## config.mk

```make
export PLATFORM = sky130hd
export DESIGN_NAME = buffer_mc_flat
export DESIGN_NICKNAME = d
export VERILOG_FILES = /design/src/rtl/buffer_mc_if.sv /design/src/rtl/buffer_mc.sv /design/src/flat_wrapper.sv
export SDC_FILE = /design/constraint.sdc
export NUM_CORES = 2
export LEC_CHECK = 0
export CORE_MARGIN = 5
export CORE_UTILIZATION = 50
export CTS_CLUSTER_SIZE = 10
export DETAILED_ROUTE_END_ITERATION = 10
export HOLD_SLACK_MARGIN = 0.08
export PLACE_DENSITY = 0.74
export REMOVE_ABC_BUFFERS = 1
export SLEW_MARGIN = 20
export SYNTH_ARGS = -nofsm -noshare
export SYNTH_HDL_FRONTEND = slang
export SYNTH_SLANG_ARGS = --single-unit
```

## constraint.sdc

```tcl
create_clock -name clk -period 12.9 [get_ports clk]
set_clock_uncertainty 0.15 [all_clocks]
set_input_delay 2.58 -clock clk [delete_from_list [all_inputs] [get_ports clk]]
set_output_delay 2.58 -clock clk [all_outputs]
set_load 0.03 [all_outputs]
```

## src/rtl/buffer_mc_if.sv

```systemverilog
// Shared write/read port bundle for buffer_mc: one write port with channel select,
// one first-word-fall-through read port with channel select and delete.
interface buffer_mc_if #(
  parameter int WIDTH          = 32,
  parameter int LOG_N_CHANNELS = 2
);
  logic                      write_strobe;
  logic [LOG_N_CHANNELS-1:0] write_channel;
  logic [WIDTH-1:0]          write_data;
  logic [LOG_N_CHANNELS-1:0] read_channel;
  logic                      read_delete;
  logic                      read_full;
  logic [WIDTH-1:0]          read_data;

  modport master (
    output write_strobe, write_channel, write_data, read_channel, read_delete,
    input  read_full, read_data
  );

  modport slave (
    input  write_strobe, write_channel, write_data, read_channel, read_delete,
    output read_full, read_data
  );
endinterface

```

## src/rtl/buffer_mc.sv

```systemverilog
// Multi-channel first-word-fall-through buffer: N_CHANNELS FIFOs in one shared array.
// Define BUFFER_MC_ALMOST_FULL_EN to add the registered per-channel almost_full port.
module buffer_mc #(
  parameter int WIDTH          = 32,
  parameter int N_CHANNELS     = 4,
  parameter int LOG_N_CHANNELS = 2,
  parameter int DEPTH          = 16,
  parameter int LOG_DEPTH      = 4,
  parameter int ALMOST_FULL    = 12
) (
  input  logic                                clk,
  input  logic                                rst,
  buffer_mc_if.slave                          bus,
  output logic [N_CHANNELS*(LOG_DEPTH+1)-1:0] count,
`ifdef BUFFER_MC_ALMOST_FULL_EN
  output logic [N_CHANNELS-1:0]               almost_full,
`endif
  output logic [N_CHANNELS-1:0]               write_error,
  output logic [N_CHANNELS-1:0]               read_error
);

  localparam int CW = LOG_DEPTH + 1;
  localparam int AW = LOG_N_CHANNELS + LOG_DEPTH;
  localparam logic [CW-1:0] FULL_CNT = CW'(DEPTH);

  if ((1 << LOG_N_CHANNELS) != N_CHANNELS || (1 << LOG_DEPTH) != DEPTH ||
      DEPTH < 2 || ALMOST_FULL > DEPTH) begin : g_bad_params
    $error("buffer_mc: inconsistent channel/depth/threshold parameters");
  end

  logic [WIDTH-1:0]     mem [N_CHANNELS*DEPTH];
  logic [LOG_DEPTH-1:0] wr_ptr [N_CHANNELS];
  logic [LOG_DEPTH-1:0] rd_ptr [N_CHANNELS];
  logic [CW-1:0]        cnt [N_CHANNELS];
  logic [CW-1:0]        cnt_next [N_CHANNELS];
  logic [N_CHANNELS-1:0] werr, rerr;

  logic                 del_ok, wr_ok, full;
  logic [CW-1:0]        sel_cnt;
  logic [LOG_DEPTH-1:0] sel_ptr;
  logic [AW-1:0]        rd_addr, wr_addr;

  // Read side is purely combinational so a delete exposes head+1 in the same cycle
  always_comb begin
    sel_cnt = cnt[bus.read_channel];
    sel_ptr = rd_ptr[bus.read_channel] + LOG_DEPTH'(bus.read_delete);
    rd_addr = {bus.read_channel, sel_ptr};
    wr_addr = {bus.write_channel, wr_ptr[bus.write_channel]};
    del_ok  = bus.read_delete && (sel_cnt != '0);
    // A full channel still accepts a write when the same cycle frees one of its slots
    wr_ok   = bus.write_strobe &&
              ((cnt[bus.write_channel] != FULL_CNT) ||
               (del_ok && (bus.write_channel == bus.read_channel)));
    full    = bus.read_delete ? (sel_cnt >= CW'(2)) : (sel_cnt != '0);
    bus.read_full = full;
    bus.read_data = full ? mem[rd_addr] : '0;
  end

  always_comb begin
    for (int c = 0; c < N_CHANNELS; c++) begin
      cnt_next[c] = cnt[c];
      if (wr_ok && (bus.write_channel == LOG_N_CHANNELS'(c)) &&
          !(del_ok && (bus.read_channel == LOG_N_CHANNELS'(c))))
        cnt_next[c] = cnt[c] + CW'(1);
      else if (del_ok && (bus.read_channel == LOG_N_CHANNELS'(c)) &&
               !(wr_ok && (bus.write_channel == LOG_N_CHANNELS'(c))))
        cnt_next[c] = cnt[c] - CW'(1);
    end
  end

  always_ff @(posedge clk) begin
    if (rst) begin
      for (int c = 0; c < N_CHANNELS; c++) begin
        wr_ptr[c] <= '0;
        rd_ptr[c] <= '0;
        cnt[c]    <= '0;
      end
      werr <= '0;
      rerr <= '0;
    end else begin
      for (int c = 0; c < N_CHANNELS; c++) cnt[c] <= cnt_next[c];
      if (wr_ok)
        wr_ptr[bus.write_channel] <= wr_ptr[bus.write_channel] + LOG_DEPTH'(1);
      else if (bus.write_strobe)
        werr[bus.write_channel] <= 1'b1;
      if (del_ok)
        rd_ptr[bus.read_channel] <= rd_ptr[bus.read_channel] + LOG_DEPTH'(1);
      else if (bus.read_delete)
        rerr[bus.read_channel] <= 1'b1;
    end
  end

  // Storage is data only; it is never cleared, just made unreachable by the pointers
  always_ff @(posedge clk) begin
    if (wr_ok && !rst) mem[wr_addr] <= bus.write_data;
  end

`ifdef BUFFER_MC_ALMOST_FULL_EN
  localparam logic [CW-1:0] AF_CNT = CW'(ALMOST_FULL);
  logic [N_CHANNELS-1:0] af;

  always_ff @(posedge clk) begin
    if (rst) begin
      af <= '0;
    end else begin
      for (int c = 0; c < N_CHANNELS; c++) af[c] <= (cnt_next[c] >= AF_CNT);
    end
  end

  assign almost_full = af;
`endif

  for (genvar g = 0; g < N_CHANNELS; g++) begin : g_count
    assign count[g*CW +: CW] = cnt[g];
  end

  assign write_error = werr;
  assign read_error  = rerr;

endmodule

```

## src/flat_wrapper.sv

```systemverilog
// flat-port wrapper written by rule: the top's interface ports become plain ports
module buffer_mc_flat 
#(
  parameter int WIDTH          = 32,
  parameter int N_CHANNELS     = 4,
  parameter int LOG_N_CHANNELS = 2,
  parameter int DEPTH          = 16,
  parameter int LOG_DEPTH      = 4,
  parameter int ALMOST_FULL    = 12
)
  (clk, rst, count, write_error, read_error, bus_write_strobe, bus_write_channel, bus_write_data, bus_read_channel, bus_read_delete, bus_read_full, bus_read_data);
  buffer_mc_if #(.WIDTH(WIDTH), .LOG_N_CHANNELS(LOG_N_CHANNELS)) bus_i ();
  input  logic clk;
  input  logic rst;
  output logic [N_CHANNELS*(LOG_DEPTH+1)-1:0] count;
  output logic [N_CHANNELS-1:0] write_error;
  output logic [N_CHANNELS-1:0] read_error;
  input wire logic [$bits(bus_i.write_strobe)-1:0] bus_write_strobe;
  input wire logic [$bits(bus_i.write_channel)-1:0] bus_write_channel;
  input wire logic [$bits(bus_i.write_data)-1:0] bus_write_data;
  input wire logic [$bits(bus_i.read_channel)-1:0] bus_read_channel;
  input wire logic [$bits(bus_i.read_delete)-1:0] bus_read_delete;
  output wire logic [$bits(bus_i.read_full)-1:0] bus_read_full;
  output wire logic [$bits(bus_i.read_data)-1:0] bus_read_data;
  assign bus_i.write_strobe = bus_write_strobe;
  assign bus_i.write_channel = bus_write_channel;
  assign bus_i.write_data = bus_write_data;
  assign bus_i.read_channel = bus_read_channel;
  assign bus_i.read_delete = bus_read_delete;
  assign bus_read_full = bus_i.read_full;
  assign bus_read_data = bus_i.read_data;
  buffer_mc #(.WIDTH(WIDTH), .N_CHANNELS(N_CHANNELS), .LOG_N_CHANNELS(LOG_N_CHANNELS), .DEPTH(DEPTH), .LOG_DEPTH(LOG_DEPTH), .ALMOST_FULL(ALMOST_FULL)) u_core (.clk(clk), .rst(rst), .bus(bus_i), .count(count), .write_error(write_error), .read_error(read_error));
endmodule
```

-- After elaboration in Yosys (flattened, before gate mapping)
Memories as Yosys holds them, arrays and structs flattened.
Index checks and enable logic that the tools add are counted.
- register bits after elaboration: 8
- RAM bits: 2100
- output and inout bits: 61
- word-level logic and storage cells: 112
- memories kept: 4
- memories (memory ; depth ; bits a word ; rd ports ; clocked after Yosys merged registers in ; wr ports ; line ; source):
    u_core.mem ; 64 ; 32 ; 1 ; 0 ; 1 ; buffer_mc.sv:31 ; logic [WIDTH-1:0] mem [N_CHANNELS*DEPTH];
    u_core.cnt ; 4 ; 5 ; 6 ; 0 ; 4 ; buffer_mc.sv:34 ; logic [CW-1:0] cnt [N_CHANNELS];
    u_core.rd_ptr ; 4 ; 4 ; 1 ; 0 ; 4 ; buffer_mc.sv:33 ; logic [LOG_DEPTH-1:0] rd_ptr [N_CHANNELS];
    u_core.wr_ptr ; 4 ; 4 ; 1 ; 0 ; 4 ; buffer_mc.sv:32 ; logic [LOG_DEPTH-1:0] wr_ptr [N_CHANNELS];
- add/sub/neg operators: 11
- magnitude comparators: 5
- equality and inequality tests: 8
- mux-type cells: 35
- bitwise logic cells: 8
- reduce and logical (&&, ||, !) cells: 39
- operators by type and width (cell ; number):
    $mux W5 ; 12
    $mux W32 ; 1
    $logic_and A1 B1 Y1 ; 22
    $add A5 B1 Y5 const B ; 4
    $sub A5 B1 Y5 const B ; 4
    $mux W1 ; 16
    $logic_not A1 Y1 ; 9
    $add A4 B1 Y4 const B ; 2
    $eq A2 B2 Y1 const B ; 4
    $mux W4 ; 2
    $or A4 B4 Y4 ; 2
    $reduce_or A4 Y1 ; 2
    $lt A2 B3 Y1 const B ; 2
    $ge A5 B2 Y1 const B ; 1
    $ne A5 B5 Y1 const B ; 1
    $reduce_bool A5 Y1 ; 1
    $add A4 B1 Y4 ; 1
    $demux W1 S2 ; 2
    $eq A2 B1 Y1 const B ; 2
    $ge A2 B1 Y1 const B ; 2
    $logic_not A2 Y1 ; 2
    $mux W2 ; 2
    $or A1 B1 Y1 ; 4
    $reduce_and A2 Y1 ; 2
    3 further kinds ; 4

-- Logic depth before layout (Yosys ltp)
An unclocked memory read counts as a cell.
- depth in word-level cells: 12
- mapped depth: 17
- gate-level depth less buffers: 15

-- Worst setup path before layout
No wires, ideal clock.
- kind: input to output
- from: in bus_read_channel[0]
- to: out bus_read_data[0]
- arrival time: 6.454 ns
- required time: 10.170 ns
- slack: 3.716 ns
- stages: 14
- buffers on the path: 6
- cell sequence: buf_4 > buf_2 > mux4_2 > ha_1 > ha_1 > buf_2 > clkbuf_1 > clkbuf_1 > clkbuf_1 > mux4_2 > nand2_1 > nand3_1 > a21oi_1 > nor4_1
- word-level cells in the longest chain between the ends: 4
- elaborated cells on any way between the ends: 8
- those cells by class: 1 x add/sub; 1 x order compare; 2 x mux; 1 x reduce/logical; 3 x memory
- ends and longest elaborated chain (item ; line ; source):
    start, declared ; flat_wrapper.sv:21 ; input wire logic [$bits(bus_i.read_channel)-1:0] bus_read_channel;
    $mem_v2 Z4 W4 or $mem_v2 Z4 W5 (tied branches) ; - ;
    $add A4 B1 Y4 (tied with other cells) ; buffer_mc.sv:46 ; sel_ptr = rd_ptr[bus.read_channel] + LOG_DEPTH'(bus.read_delete);
    $mem_v2 Z64 W32 or $mux W1 (tied branches) ; - ;
    $mux W32 (*) ; buffer_mc.sv:56 ; bus.read_data = full ? mem[rd_addr] : '0;
    end, declared ; flat_wrapper.sv:24 ; output wire logic [$bits(bus_i.read_data)-1:0] bus_read_data;
Every way passes the cells marked *; elsewhere a longest branch is shown, timed or not.

-- Worst setup path in the final report
- from: in bus_read_channel[0]
- to: out bus_read_data[4]
The elaborated chain is that of the path after synthesis.

==> flow_summary_export.csv <==
group,metric,value,unit
run_status,status,"finished clean",
cts,cts_tree,"done",
run,max_cap_viol,0,
power,internal_portion_of_total_power,0.0116,W
route,route.vias.total,41081,
worst_hold_path,hold_path_startpoint,"u_core.read_error[0]",
final_layout,area_delta_synth_final,12.8,%
sta,clock.fmax,90.9,MHz
critical_path,reg2reg_setup_slack,8450,ps
final_layout,final_layout_size_suffix_gt1_share,26.3,%
floorplanning,rows,148,
place,place_hpwl,109,mm
cts,cts_resized,0,
synth,synth.yosys.seq_area_share,77.0,%
global_routing,globalRoute.totalOverflow,0,
synth,yosys_register_bits,2108,
sta,layout_worst_path_cycle_share,85.3,%
final_layout,layout.filler_cells,11418,
synth,dominantRegCellSynth,"sky130_fd_sc_hd__edfxtp_1",
cts,cts_sinks,2108,
global_routing,grt_pass1_vias,41997,
floorplanning,die_height,415,microns
route,initialDrtViolationCount,5783,
route,drt_drc_violations_left,0,
power,sequentialPowerShare,49.3,%
cts,clk_pin_slew_worst_paths,50,ps
global_routing,groute.usage.overall,23.9,%
critical_path,worst_r2r_endpoint,"u_core.cnt[3][4]",
final_layout,final_nets,4149,
sta,timing.final.ws_setup,1890,ps
cts,cts.path.max_buffers,3,
synth,synth-edff-count,2080,
worst_hold_path,holdCritPathClass,"flip-flop to flip-flop",
worst_hold_path,worst_hold_path.endpoint,"u_core.read_error[0]",
power,combinational_power_share,14.1,%
floorplanning,dieWidth,415,microns
route,totalWireLength,207,mm
cts,cts_htree_levels,4,
power,power_leakage,28.8,nW
power,power.share.clock,36.6,%
power,switching_share_of_total_power,24.5,%
sta,slew_headroom,23.5,%
place,place_ws,1900,ps
power,p_per_area,167,nW/um^2
synth,synth.area.top_cells,"sky130_fd_sc_hd__edfxtp_1, sky130_fd_sc_hd__mux4_2, sky130_fd_sc_hd__nand2_1",
worst_hold_path,whs_path_depth,2,
floorplanning,ioPinCount,101,
synth,synth_area_leader_cell,"sky130_fd_sc_hd__edfxtp_1",
cts,clockRootBuffer,"sky130_fd_sc_hd__clkbuf_16",
final_layout,fin_util,56.7,%
cts,hold_bufs_at_cts,0,
power,netSwitchingPower,0.00377,W
synth,synth.top_cell.area_share,76.3,%
synth,post_synth.cell_area_avg,21.2,sq um
final_layout,final-instance-count-excl-fill,6296,
critical_path,path_max_fanout,89,
power,total_power,0.0154,W
cts,post-cts-setup-buffer-count,0,
critical_path,worstPathArrival,8280,ps
critical_path,crit_type,"primary input to output port",
critical_path,cp-end-kind,"output port",
cts,clock_latency,850,ps
sta,rsz0062_at_grt,"no",
critical_path,r2r_start,"u_core.cnt[3][1]",
floorplanning,die_area,172000,sq um
synth,yosysUniqueCellTypes,56,
critical_path,crit_required,10170,ps
cts,number_of_buffers_added_by_the_clock_tree_synthesis_step,230,
synth,synth_cells,3855,
synth,synthesis.area,81800,sq um
global_routing,initial_antenna_violation_count,9,
sta,report.final.slew_viol_count,0,
critical_path,timing.critical_path.from_type,"primary input",
floorplanning,initial_core_utilization,50.3,%
sta,timing_hold_violations_final,0,
final_layout,layout_commonest_cell,"sky130_fd_sc_hd__edfxtp_1",
place,post-place-cells,6027,
sta,setup_viol_count_final,0,
power,peakVddDrop,162,uV
global_routing,grt_pass1_wl,297,mm
place,port_buffers,100,
synth,synth.yosys.warnings,0,
synth,async_set_or_reset_flop_fraction_in_the_synthesized_netlist,0,%
place,place.gp.congestion,0.801,
route,route.antenna.remaining_nets,0,
route,drt_pass1_iterations,5,
critical_path,reg2regPathDepth,17,
route,routedWlPerCell,32.9,microns
route,route.detailed.vias_per_inst,6.52,
sta,finalWorstPathRequiredPeriod,11010,ps
final_layout,leading_cell_types_in_the_layout_fill_and_taps_excluded,"sky130_fd_sc_hd__edfxtp_1, sky130_fd_sc_hd__mux4_2, sky130_fd_sc_hd__nand2_1",
floorplanning,core_area,163000,sq um
sta,max_slew.worst_pin.slew,1150,ps
global_routing,grt_max_degree,90,
## Yosys cell counts, drive strengths merged (2+ instances only)
library cell,number
a21oi,55
nand3b,3
o221ai,31
edfxtp,2080
a311oi,2
or2,6
mux2,63
nand4b,3
o22a,31
or3b,3
nand2,267
ha,20
nor2b,8
xnor2,11
nor2,127
inv,13
and3,63
nand3,68
fa,4
a31oi,3
and2,4
a21o,7
buf,81
or3,13
nand4,3
nor3,9
o21ai,66
o21bai,4
dfxtp,28
clkbuf,138
o22ai,33
nand2b,16
nor4,36
mux4,523
xor2,16
mux2i,6
## power groups by stage
| stage | Clock (W) | Combinational (W) | Sequential (W) |
|---|---|---|---|
| floorplan | 0 | 0.00240 | 0.00775 |
| global placement | 0 | 0.00214 | 0.00774 |
| detailed placement | 0 | 0.00217 | 0.00774 |
| CTS | 0.00572 | 0.00218 | 0.00760 |
| global route | 0.00600 | 0.00230 | 0.00760 |
| finish | 0.00565 | 0.00218 | 0.00760 |
## area by class of cell
class / count / area [sq um] / share of cell area, %
flip-flops and latches: 2108 / 63000 / 68.3
multi-input cells: 1515 / 18300 / 19.9
clock buffers: 248 / 5840 / 6.33
well taps: 2175 / 2720 / 2.95
repair buffers: 217 / 2010 / 2.17
clock inverters: 19 / 322 / 0.348
inverters: 13 / 48.8 / 0.0529
diodes: 1 / 2.50 / 0.00271
## metal layers
metal	track usage (%)	vias to the layer above	part of all wire [%]
met2	37.9	2800	48
li1	-	16317	-
met3	6.55	449	12
met1	32.2	21507	36
met5	0	-	0.020
met4	9.14	8	4.1
## stage by stage
step	setup TNS, ps	hold slack, ps	instance area [sq um]
after global routing	0	400	92300
final	0	353	92300
after floorplan	-455700	452	80800
after global placement	0	331	86000
after detailed placement	0	324	86000
after CTS	0	356	92200
## sequential cells by signal, summed over array words and instances (netlist names)
| signal | cells |
|---|---|
| u_core.cnt | 20 |
| u_core.mem | 2048 |
| u_core.rd_ptr | 16 |
| u_core.read_error | 4 |
| u_core.wr_ptr | 16 |
| u_core.write_error | 4 |
## cells by family (layout without fill, tap and decap cells)
logic type | after synthesis | count (layout) | share of synthesized area (%)
compound gates | 242 | 242 | 1.91
xor+xnor | 27 | 27 | 0.307
fa+ha+maj | 24 | 24 | 0.404
buf+inv | 232 | 497 | 1.28
flops | 2108 | 2108 | 77.0
mux | 592 | 592 | 15.3
other cells | 0 | 1 | 0
simple gates | 630 | 630 | 3.74
## worst max-delay path by stage
stage                     depth (start not counted)  slack, ps           endpoint           startpoint
after floorplan                                   7     -14550   bus_read_data[0]  bus_read_channel[0]
after global placement                           11       1910  bus_read_data[31]  bus_read_channel[0]
after detailed placement                         11       1900  bus_read_data[31]  bus_read_channel[0]
after CTS                                        10       1890  bus_read_data[30]  bus_read_channel[0]
after global routing                             11       1700   bus_read_data[4]  bus_read_channel[0]
final                                            11       1890   bus_read_data[4]  bus_read_channel[0]
## critical path, cell delays in order
cell and delay, ps:
sky130_fd_sc_hd__clkdlybuf4s50_1 990, sky130_fd_sc_hd__mux4_2 710, sky130_fd_sc_hd__ha_4 220, sky130_fd_sc_hd__ha_4 900, sky130_fd_sc_hd__buf_12 490, sky130_fd_sc_hd__mux4_2 340
sky130_fd_sc_hd__nand2_1 70, sky130_fd_sc_hd__and3_1 230, sky130_fd_sc_hd__o22a_1 330, sky130_fd_sc_hd__nor4_2 450, sky130_fd_sc_hd__clkdlybuf4s50_1 780
No activity file was read; power rests on OpenSTA's default activity.
